--- src/rtl/branch_resolve_unit_if.sv ---
// branch_resolve_unit_if: request/response bundle between the decode stage and the branch resolver
interface branch_resolve_unit_if #(parameter int XLEN = 32);
  logic            in_valid;
  logic            in_ready;
  logic [XLEN-1:0] rs1;
  logic [XLEN-1:0] rs2;
  logic [XLEN-1:0] pc;
  logic [XLEN-1:0] imm;
  logic [2:0]      funct3;
  logic            is_branch;
  logic            is_jal;
  logic            is_jalr;
  logic            pred_taken;
  logic [XLEN-1:0] pred_target;
  logic            flush;
  logic            out_valid;
  logic            out_ready;
  logic            out_taken;
  logic            out_mispredict;
  logic            out_illegal;
  logic [XLEN-1:0] out_target;
  logic [XLEN-1:0] out_redirect_pc;
  modport master (
    output in_valid, rs1, rs2, pc, imm, funct3, is_branch, is_jal, is_jalr,
           pred_taken, pred_target, flush, out_ready,
    input  in_ready, out_valid, out_taken, out_mispredict, out_illegal,
           out_target, out_redirect_pc
  );
  modport slave (
    input  in_valid, rs1, rs2, pc, imm, funct3, is_branch, is_jal, is_jalr,
           pred_taken, pred_target, flush, out_ready,
    output in_ready, out_valid, out_taken, out_mispredict, out_illegal,
           out_target, out_redirect_pc
  );
endinterface

--- src/rtl/branch_resolve_unit.sv ---
// branch_resolve_unit: registered branch/jump resolution with prediction check and saturating statistics
module branch_resolve_unit #(
  parameter int XLEN  = 32,
  parameter int CNT_W = 16
) (
  input  logic                 clk,
  input  logic                 rst_n,
  branch_resolve_unit_if.slave br,
  input  logic                 stat_clr_i,
  output logic [CNT_W-1:0]     cnt_branch_o,
  output logic [CNT_W-1:0]     cnt_taken_o,
  output logic [CNT_W-1:0]     cnt_mispred_o
);
  logic             out_valid_q, out_valid_d;
  logic             taken_q, mispred_q, illegal_q;
  logic [XLEN-1:0]  target_q, redirect_q;
  logic [CNT_W-1:0] cnt_br_q, cnt_tk_q, cnt_mp_q;
  logic [CNT_W-1:0] cnt_br_d, cnt_tk_d, cnt_mp_d;
  logic             is_jalr, is_jal, is_br, br_taken, taken, illegal, mispred, capture;
  logic [XLEN-1:0]  pc4, target, redirect;

  function automatic logic [CNT_W-1:0] sat_inc(input logic [CNT_W-1:0] c, input logic inc);
    return c + CNT_W'(inc && !(&c));
  endfunction

  assign br.in_ready = !out_valid_q || br.out_ready;
  assign capture     = br.in_valid && br.in_ready && !br.flush;

  // Decode op class by priority, evaluate the condition, target and prediction check
  always_comb begin
    is_jalr  = br.is_jalr;
    is_jal   = br.is_jal && !br.is_jalr;
    is_br    = br.is_branch && !br.is_jal && !br.is_jalr;
    pc4      = br.pc + XLEN'(4);
    br_taken = 1'b0;
    case (br.funct3)
      3'b000:  br_taken = br.rs1 == br.rs2;
      3'b001:  br_taken = br.rs1 != br.rs2;
      3'b100:  br_taken = $signed(br.rs1) < $signed(br.rs2);
      3'b101:  br_taken = $signed(br.rs1) >= $signed(br.rs2);
      3'b110:  br_taken = br.rs1 < br.rs2;
      3'b111:  br_taken = br.rs1 >= br.rs2;
      default: br_taken = 1'b0;
    endcase
    illegal  = is_br && br.funct3[2:1] == 2'b01;
    taken    = is_jalr || is_jal || (is_br && br_taken);
    target   = is_jalr ? ((br.rs1 + br.imm) & ~XLEN'(1)) :
               (is_jal || is_br) ? br.pc + br.imm : pc4;
    redirect = taken ? target : pc4;
    mispred  = (taken != br.pred_taken) || (taken && br.pred_target != target);
  end

  // Next valid state and counter updates; flush beats capture, clear beats increment
  always_comb begin
    out_valid_d = br.flush ? 1'b0 : capture ? 1'b1 : br.out_ready ? 1'b0 : out_valid_q;
    cnt_br_d    = stat_clr_i ? '0 : capture ? sat_inc(cnt_br_q, is_br) : cnt_br_q;
    cnt_tk_d    = stat_clr_i ? '0 : capture ? sat_inc(cnt_tk_q, is_br && taken) : cnt_tk_q;
    cnt_mp_d    = stat_clr_i ? '0 : capture ? sat_inc(cnt_mp_q, mispred) : cnt_mp_q;
  end

  // Result and statistics registers; result fields only move on capture so they hold under stall
  always_ff @(posedge clk or negedge rst_n) begin
    if (!rst_n) begin
      out_valid_q <= 1'b0;
      taken_q     <= 1'b0;
      mispred_q   <= 1'b0;
      illegal_q   <= 1'b0;
      target_q    <= '0;
      redirect_q  <= '0;
      cnt_br_q    <= '0;
      cnt_tk_q    <= '0;
      cnt_mp_q    <= '0;
    end else begin
      out_valid_q <= out_valid_d;
      cnt_br_q    <= cnt_br_d;
      cnt_tk_q    <= cnt_tk_d;
      cnt_mp_q    <= cnt_mp_d;
      if (capture) begin
        taken_q    <= taken;
        mispred_q  <= mispred;
        illegal_q  <= illegal;
        target_q   <= target;
        redirect_q <= redirect;
      end
    end
  end

  assign br.out_valid       = out_valid_q;
  assign br.out_taken       = taken_q;
  assign br.out_mispredict  = mispred_q;
  assign br.out_illegal     = illegal_q;
  assign br.out_target      = target_q;
  assign br.out_redirect_pc = redirect_q;
  assign cnt_branch_o       = cnt_br_q;
  assign cnt_taken_o        = cnt_tk_q;
  assign cnt_mispred_o      = cnt_mp_q;
endmodule

--- src/flat_wrapper.sv ---
// flat-port wrapper written by rule: the top's interface ports become plain ports
module branch_resolve_unit_flat 
#(
  parameter int XLEN  = 32,
  parameter int CNT_W = 16
)
  (clk, rst_n, stat_clr_i, cnt_branch_o, cnt_taken_o, cnt_mispred_o, br_in_valid, br_rs1, br_rs2, br_pc, br_imm, br_funct3, br_is_branch, br_is_jal, br_is_jalr, br_pred_taken, br_pred_target, br_flush, br_out_ready, br_in_ready, br_out_valid, br_out_taken, br_out_mispredict, br_out_illegal, br_out_target, br_out_redirect_pc);
  branch_resolve_unit_if #(.XLEN(XLEN)) br_i ();
  input  logic clk;
  input  logic rst_n;
  input  logic stat_clr_i;
  output logic [CNT_W-1:0] cnt_branch_o;
  output logic [CNT_W-1:0] cnt_taken_o;
  output logic [CNT_W-1:0] cnt_mispred_o;
  input wire logic [$bits(br_i.in_valid)-1:0] br_in_valid;
  input wire logic [$bits(br_i.rs1)-1:0] br_rs1;
  input wire logic [$bits(br_i.rs2)-1:0] br_rs2;
  input wire logic [$bits(br_i.pc)-1:0] br_pc;
  input wire logic [$bits(br_i.imm)-1:0] br_imm;
  input wire logic [$bits(br_i.funct3)-1:0] br_funct3;
  input wire logic [$bits(br_i.is_branch)-1:0] br_is_branch;
  input wire logic [$bits(br_i.is_jal)-1:0] br_is_jal;
  input wire logic [$bits(br_i.is_jalr)-1:0] br_is_jalr;
  input wire logic [$bits(br_i.pred_taken)-1:0] br_pred_taken;
  input wire logic [$bits(br_i.pred_target)-1:0] br_pred_target;
  input wire logic [$bits(br_i.flush)-1:0] br_flush;
  input wire logic [$bits(br_i.out_ready)-1:0] br_out_ready;
  output wire logic [$bits(br_i.in_ready)-1:0] br_in_ready;
  output wire logic [$bits(br_i.out_valid)-1:0] br_out_valid;
  output wire logic [$bits(br_i.out_taken)-1:0] br_out_taken;
  output wire logic [$bits(br_i.out_mispredict)-1:0] br_out_mispredict;
  output wire logic [$bits(br_i.out_illegal)-1:0] br_out_illegal;
  output wire logic [$bits(br_i.out_target)-1:0] br_out_target;
  output wire logic [$bits(br_i.out_redirect_pc)-1:0] br_out_redirect_pc;
  assign br_i.in_valid = br_in_valid;
  assign br_i.rs1 = br_rs1;
  assign br_i.rs2 = br_rs2;
  assign br_i.pc = br_pc;
  assign br_i.imm = br_imm;
  assign br_i.funct3 = br_funct3;
  assign br_i.is_branch = br_is_branch;
  assign br_i.is_jal = br_is_jal;
  assign br_i.is_jalr = br_is_jalr;
  assign br_i.pred_taken = br_pred_taken;
  assign br_i.pred_target = br_pred_target;
  assign br_i.flush = br_flush;
  assign br_i.out_ready = br_out_ready;
  assign br_in_ready = br_i.in_ready;
  assign br_out_valid = br_i.out_valid;
  assign br_out_taken = br_i.out_taken;
  assign br_out_mispredict = br_i.out_mispredict;
  assign br_out_illegal = br_i.out_illegal;
  assign br_out_target = br_i.out_target;
  assign br_out_redirect_pc = br_i.out_redirect_pc;
  branch_resolve_unit #(.XLEN(XLEN), .CNT_W(CNT_W)) u_core (.clk(clk), .rst_n(rst_n), .br(br_i), .stat_clr_i(stat_clr_i), .cnt_branch_o(cnt_branch_o), .cnt_taken_o(cnt_taken_o), .cnt_mispred_o(cnt_mispred_o));
endmodule
--- config.mk ---
export PLATFORM = sky130hd
export DESIGN_NAME = branch_resolve_unit_flat
export DESIGN_NICKNAME = d
export VERILOG_FILES = /design/src/rtl/branch_resolve_unit_if.sv /design/src/rtl/branch_resolve_unit.sv /design/src/flat_wrapper.sv
export SDC_FILE = /design/constraint.sdc
export NUM_CORES = 1
export LEC_CHECK = 0
export BUFFER_PORTS_ARGS = -buffer_cell sky130_fd_sc_hd__buf_2
export CAP_MARGIN = 15
export CORE_MARGIN = 2
export CORE_UTILIZATION = 56
export DETAILED_ROUTE_END_ITERATION = 7
export PLACE_DENSITY = 0.9
export SYNTH_ARGS = -nofsm -noshare
export SYNTH_HDL_FRONTEND = slang
export SYNTH_SLANG_ARGS = --single-unit
--- constraint.sdc ---
create_clock -name clk -period 2.95 [get_ports clk]
set_clock_uncertainty 0.1 [all_clocks]
set_input_delay 0.295 -clock clk [delete_from_list [all_inputs] [get_ports clk]]
set_output_delay 0.295 -clock clk [all_outputs]
set_load 0.05 [all_outputs]
==> results.py, run 1 <==
metrics = {
    "global_route": {
        "grt_max_degree": 119,
        "grt_util_all_layers": 0.7397,
        "grt_pass1_wl_um": 123300,
        "grt-ovfl-total": 7,
        "grt_pass1_vias": 19734,
    },
    "logic_synthesis": {
        "synthArstFlopShare": 1.000,
        "synth.net_count": 1806,
        "synth_edf_count": 0,
        "syn_area_sq_um": 11910,
        "yosysUniqueCellTypes": 87,
        "synth_ff_type": "dfrtp_1",
        "ys_ff_latch": 116,
        "ys_seq_area_frac": 0.2437,
        "yosys_warnings": 0,
        "synth_cells": 1531,
        "syn_area_per_cell_sq_um": 7.780,
    },
    "clocking": {
        "cts_root_buffer": "clkbuf_16",
        "numCtsBuffers": 17,
        "h-tree-depth": 4,
        "clock-sinks": 116,
        "clk_path_buf_depth": 2,
    },
    "outcome": {
        "outcome": "did not finish",
        "haltStage": "5_1_grt",
        "error": "[ERROR GRT-0116] Global routing finished with congestion. Check the congestion regions in the DRC Viewer.",
    },
    "placed_design": {
        "port_buffers": 289,
        "place_hpwl_um": 40400,
        "postPlaceCellArea_sq_um": 16500,
        "place.gp.congestion": 1.069,
        "pre_cts_slack_ps": -2164,
    },
    "die": {
        "initial_core_util": 0.5684,
        "die_w_um": 149.8,
        "pin_count": 290,
        "rows": 53,
        "die_y_um": 149.8,
    },
}
-- per-layer routing --
metal / global-route usage / GRT overflow
met1: 0.7301 / 0
met2: 0.8628 / 5
met3: 0.6564 / 0
met4: 0.6882 / 2
met5: 0.4977 / 0
-- per-stage QoR --
stage          TNS (ps)  cells
2_1_floorplan    -19990   1531
3_3_place_gp     -62260   2410
3_5_place_dp     -74400   2410
4_1_cts          -35710   2474
-- cells in the mapped netlist (26+ instances only) --
cell type / instances / area, sq um
a21o_1: 28 / 210.2
a21oi_1: 103 / 515.5
clkbuf_1: 57 / 214.0
dfrtp_1: 116 / 2903
ha_1: 100 / 1251
inv_1: 65 / 244.0
mux2i_1: 26 / 260.3
nand2_1: 207 / 777.0
nand3_1: 55 / 275.3
nand4_1: 48 / 300.3
nor2_1: 123 / 461.7
nor3_1: 29 / 145.1
o21ai_0: 120 / 600.6
xnor2_1: 52 / 455.4
xor2_1: 66 / 578.1
-- kinds of logic after synthesis --
family,synth area share
adders and majority gates,0.1084
AOI/OAI and AO/OA,0.2237
muxes,0.04454
buffers and inverters,0.04706
and+or+nand+nor,0.2458
DFF,0.2437
xor gates and xnor gates,0.08676
-- timing repair --
| action | 4_1_cts |
|---|---|
| hold buffers | 1 |
| buffers inserted | 28 |
| cloned | 5 |
| pin swaps | 45 |
| endpoints found under the hold margin | 37 |
| setup endpoints to repair | 68 |
| gates resized for setup | 192 |
==> inputs of run 2 (changes only) <==
--- a/config.mk
+++ b/config.mk
@@ -8,9 +8,9 @@
 export BUFFER_PORTS_ARGS = -buffer_cell sky130_fd_sc_hd__buf_2
 export CAP_MARGIN = 15
 export CORE_MARGIN = 2
-export CORE_UTILIZATION = 56
+export CORE_UTILIZATION = 40
 export DETAILED_ROUTE_END_ITERATION = 7
-export PLACE_DENSITY = 0.9
+export PLACE_DENSITY_LB_ADDON = 0.15
 export SYNTH_ARGS = -nofsm -noshare
 export SYNTH_HDL_FRONTEND = slang
 export SYNTH_SLANG_ARGS = --single-unit
==> run 2 against run 1 <==
The flow now finishes, with violations (setup timing). Synthesized cell count stayed put. Synthesized area stayed put.
==> results.py, run 2 <==
metrics = {
    "outcome": {
        "outcome": "finished with violations",
        "violations": "setup timing",
    },
    "pwr": {
        "peakVddDrop_mv": 0.3233,
        "leakage_nw": 9.182,
        "p_per_area_nw_per_um2": 431.0,
    },
    "logic_synthesis": {
        "synthArstFlopShare": 1.000,
        "ys_top_cells_by_area": "dfrtp_1, ha_1, nand2_1",
        "yosys_warnings": 0,
        "synth.net_count": 1806,
        "ys_ff_latch": 116,
        "syn_area_per_cell_sq_um": 7.780,
        "yosysTopAreaCellShare": 0.2437,
        "synth_cells": 1531,
        "synth_most_common_cell": "nand2_1",
        "synth_ff_type": "dfrtp_1",
        "netlist_top_cells_count": "nand2_1, nor2_1, o21ai_0, dfrtp_1, a21oi_1",
        "synth_edf_count": 0,
        "synth_area_leader_cell": "dfrtp_1",
        "yosysUniqueCellTypes": 87,
        "ys_seq_area_frac": 0.2437,
        "syn_area_sq_um": 11910,
    },
    "worst_setup_path": {
        "endpoint_kind": "flop",
        "cp_max_fo": 5,
        "path_class": "primary input to flop",
        "critPathRequiredTime_ps": 3180,
        "cp_data_arrival_time_ps": 4480,
        "cp-start-kind": "primary input",
    },
    "route": {
        "wl_per_cell_um": 18.69,
        "drt_iter0_markers": 868,
        "firstDrtPassIters": 5,
        "final_antenna_net_count": 0,
        "viasPerCell": 5.455,
        "drc_errors": 0,
        "vias": 14384,
        "wirelength_um": 49280,
    },
    "clocking": {
        "clk_path_buf_depth": 2,
        "h-tree-depth": 4,
        "numCtsBuffers": 17,
        "cts_tree": "yes",
        "clock-sinks": 116,
        "clk_latency_ps": 410,
        "clk_pin_slew_ps": 60,
        "cts_root_buffer": "clkbuf_16",
    },
    "global_route": {
        "grt-ovfl-total": 0,
        "antenna_found_initial": 3,
        "grt_max_degree": 106,
        "grt_pass1_vias": 13768,
        "grt_util_all_layers": 0.3055,
        "grt_pass1_wl_um": 74310,
    },
    "timing": {
        "finalCriticalPeriod_ps": 4250,
        "worst_pin_slew_ps": 937.2,
        "hold_viol_final": 0,
        "fin_tns_setup_ps": -31750,
        "setup_slack_ps": -1300,
        "rsz0062_at_grt": "yes",
        "final_max_slew_viol_count": 0,
        "setup_viol": 64,
        "fin_crit_sh": 1.441,
        "timing.fmax_ghz": 0.2353,
        "relSlewSlack": 0.3752,
    },
    "placed_design": {
        "dpl.cell_count": 2570,
        "port_buffers": 289,
        "place_hpwl_um": 39940,
        "postPlaceCellArea_sq_um": 17040,
        "place.gp.congestion": 0.9485,
    },
    "finish": {
        "drive_gt1_frac": 0.4346,
        "multiInputGateArea_sq_um": 9423,
        "area_growth_pct": 59.00,
        "regArea_sq_um": 2903,
        "final_cell_mix": "buf_4, buf_2, nand2_1",
        "fin_cells": 2637,
        "final_nets": 2509,
        "final_common_cell": "buf_4",
        "fin_area_sq_um": 18940,
        "fillers": 2592,
    },
    "die": {
        "initial_core_util": 0.4040,
        "die_w_um": 176.6,
        "dieArea_sq_um": 31180,
        "pin_count": 290,
        "core_sq_um": 29480,
        "die_y_um": 176.6,
        "rows": 63,
    },
    "flow_run": {
        "drv_cap": 0,
    },
    "hold_path": {
        "holdCritPathClass": "primary input to flop",
    },
}
run 2: cell counts after synthesis:
Identical to the previous run, type by type.
run 2: final cells by class:
cell class                      instances  share of cell area
Sequential cell                       116              0.1533
Timing Repair Buffer                  760              0.2803
Clock buffer                           20             0.02411
Clock inverter                         11            0.005814
Antenna cell                            1           0.0001321
Inverter                               66             0.01308
Tap cell                              390             0.02576
Multi-Input combinational cell       1273              0.4975
run 2: timing repair:
action	4_1_cts	5_1_grt
gates cloned	4	0
resized for setup	148	91
setup endpoints to repair	64	68
hold endpoints to repair	12	0
setup buffers	26	14
pin swaps	54	31
hold buffers	2	0
run 2: logic make-up after synthesis:
family                   count (synthesis)  synth area share
flip-flops                             116            0.2437
adder cells (fa/ha/maj)                102            0.1084
multiplexers                            50           0.04454
AND/OR/NAND/NOR                        597            0.2458
XOR/XNOR                               118           0.08676
AO/OA/AOI/OAI                          406            0.2237
buffers and inverters                  142           0.04706
run 2: layer usage:
layer / vias up / track usage / share of wire
met5: - / 0 / 0.00026
met4: 2 / 0.1105 / 0.031
met3: 84 / 0.03510 / 0.059
met2: 455 / 0.5085 / 0.47
met1: 6826 / 0.4080 / 0.44
li1: 7017 / - / -
run 2: path summary, 6_finish.rpt:
path,cells after the start,from,slack [ps],end
max,19,br_pc[9],-1300,u_core.cnt_mispred_o[14]
min,3,br_in_valid,40,u_core.br.out_valid
max reg2reg,11,u_core.cnt_taken_o[1],180,u_core.cnt_taken_o[11]
min reg2reg,2,u_core.br.out_target[10],370,u_core.br.out_target[10]
max in group asynchronous,3,rst_n,1750,u_core.cnt_mispred_o[2]
min in group asynchronous,2,rst_n,160,u_core.br.out_target[5]
run 2: through the flow:
stage	power [W]	setup slack (ps)	utilization	hold WS [ps]
after floorplan	0.004067	-1307	-	-100.6
after global placement	0.005724	-1946	0.5778	47.74
after detailed placement	0.005758	-2033	0.5778	51.83
after CTS	0.008014	-1216	0.6251	31.08
after global routing	0.008551	-1442	0.6424	54.60
final	0.008163	-1300	0.6424	42.79
run 2: critical path, cell delays in order:
cell	delay (ps)
buf_2	160
ha_1	340
a21oi_1	340
a221o_1	320
o41ai_4	130
a211o_1	380
a311oi_2	280
xor2_1	130
a221oi_2	330
xnor2_1	130
o2111ai_2	130
nor4_4	90
a21oi_2	220
ha_4	160
nand4_1	190
nor2_4	210
nand2_2	110
or3_4	380
a21oi_2	140
run 2: power breakdown:
group          switching (W)  internal (W)  total [W]
sequential          0.000127       0.00180    0.00192
clock               0.000721       0.00127    0.00199
combinational        0.00249       0.00176    0.00425
Power figures use the tool's default switching activity.
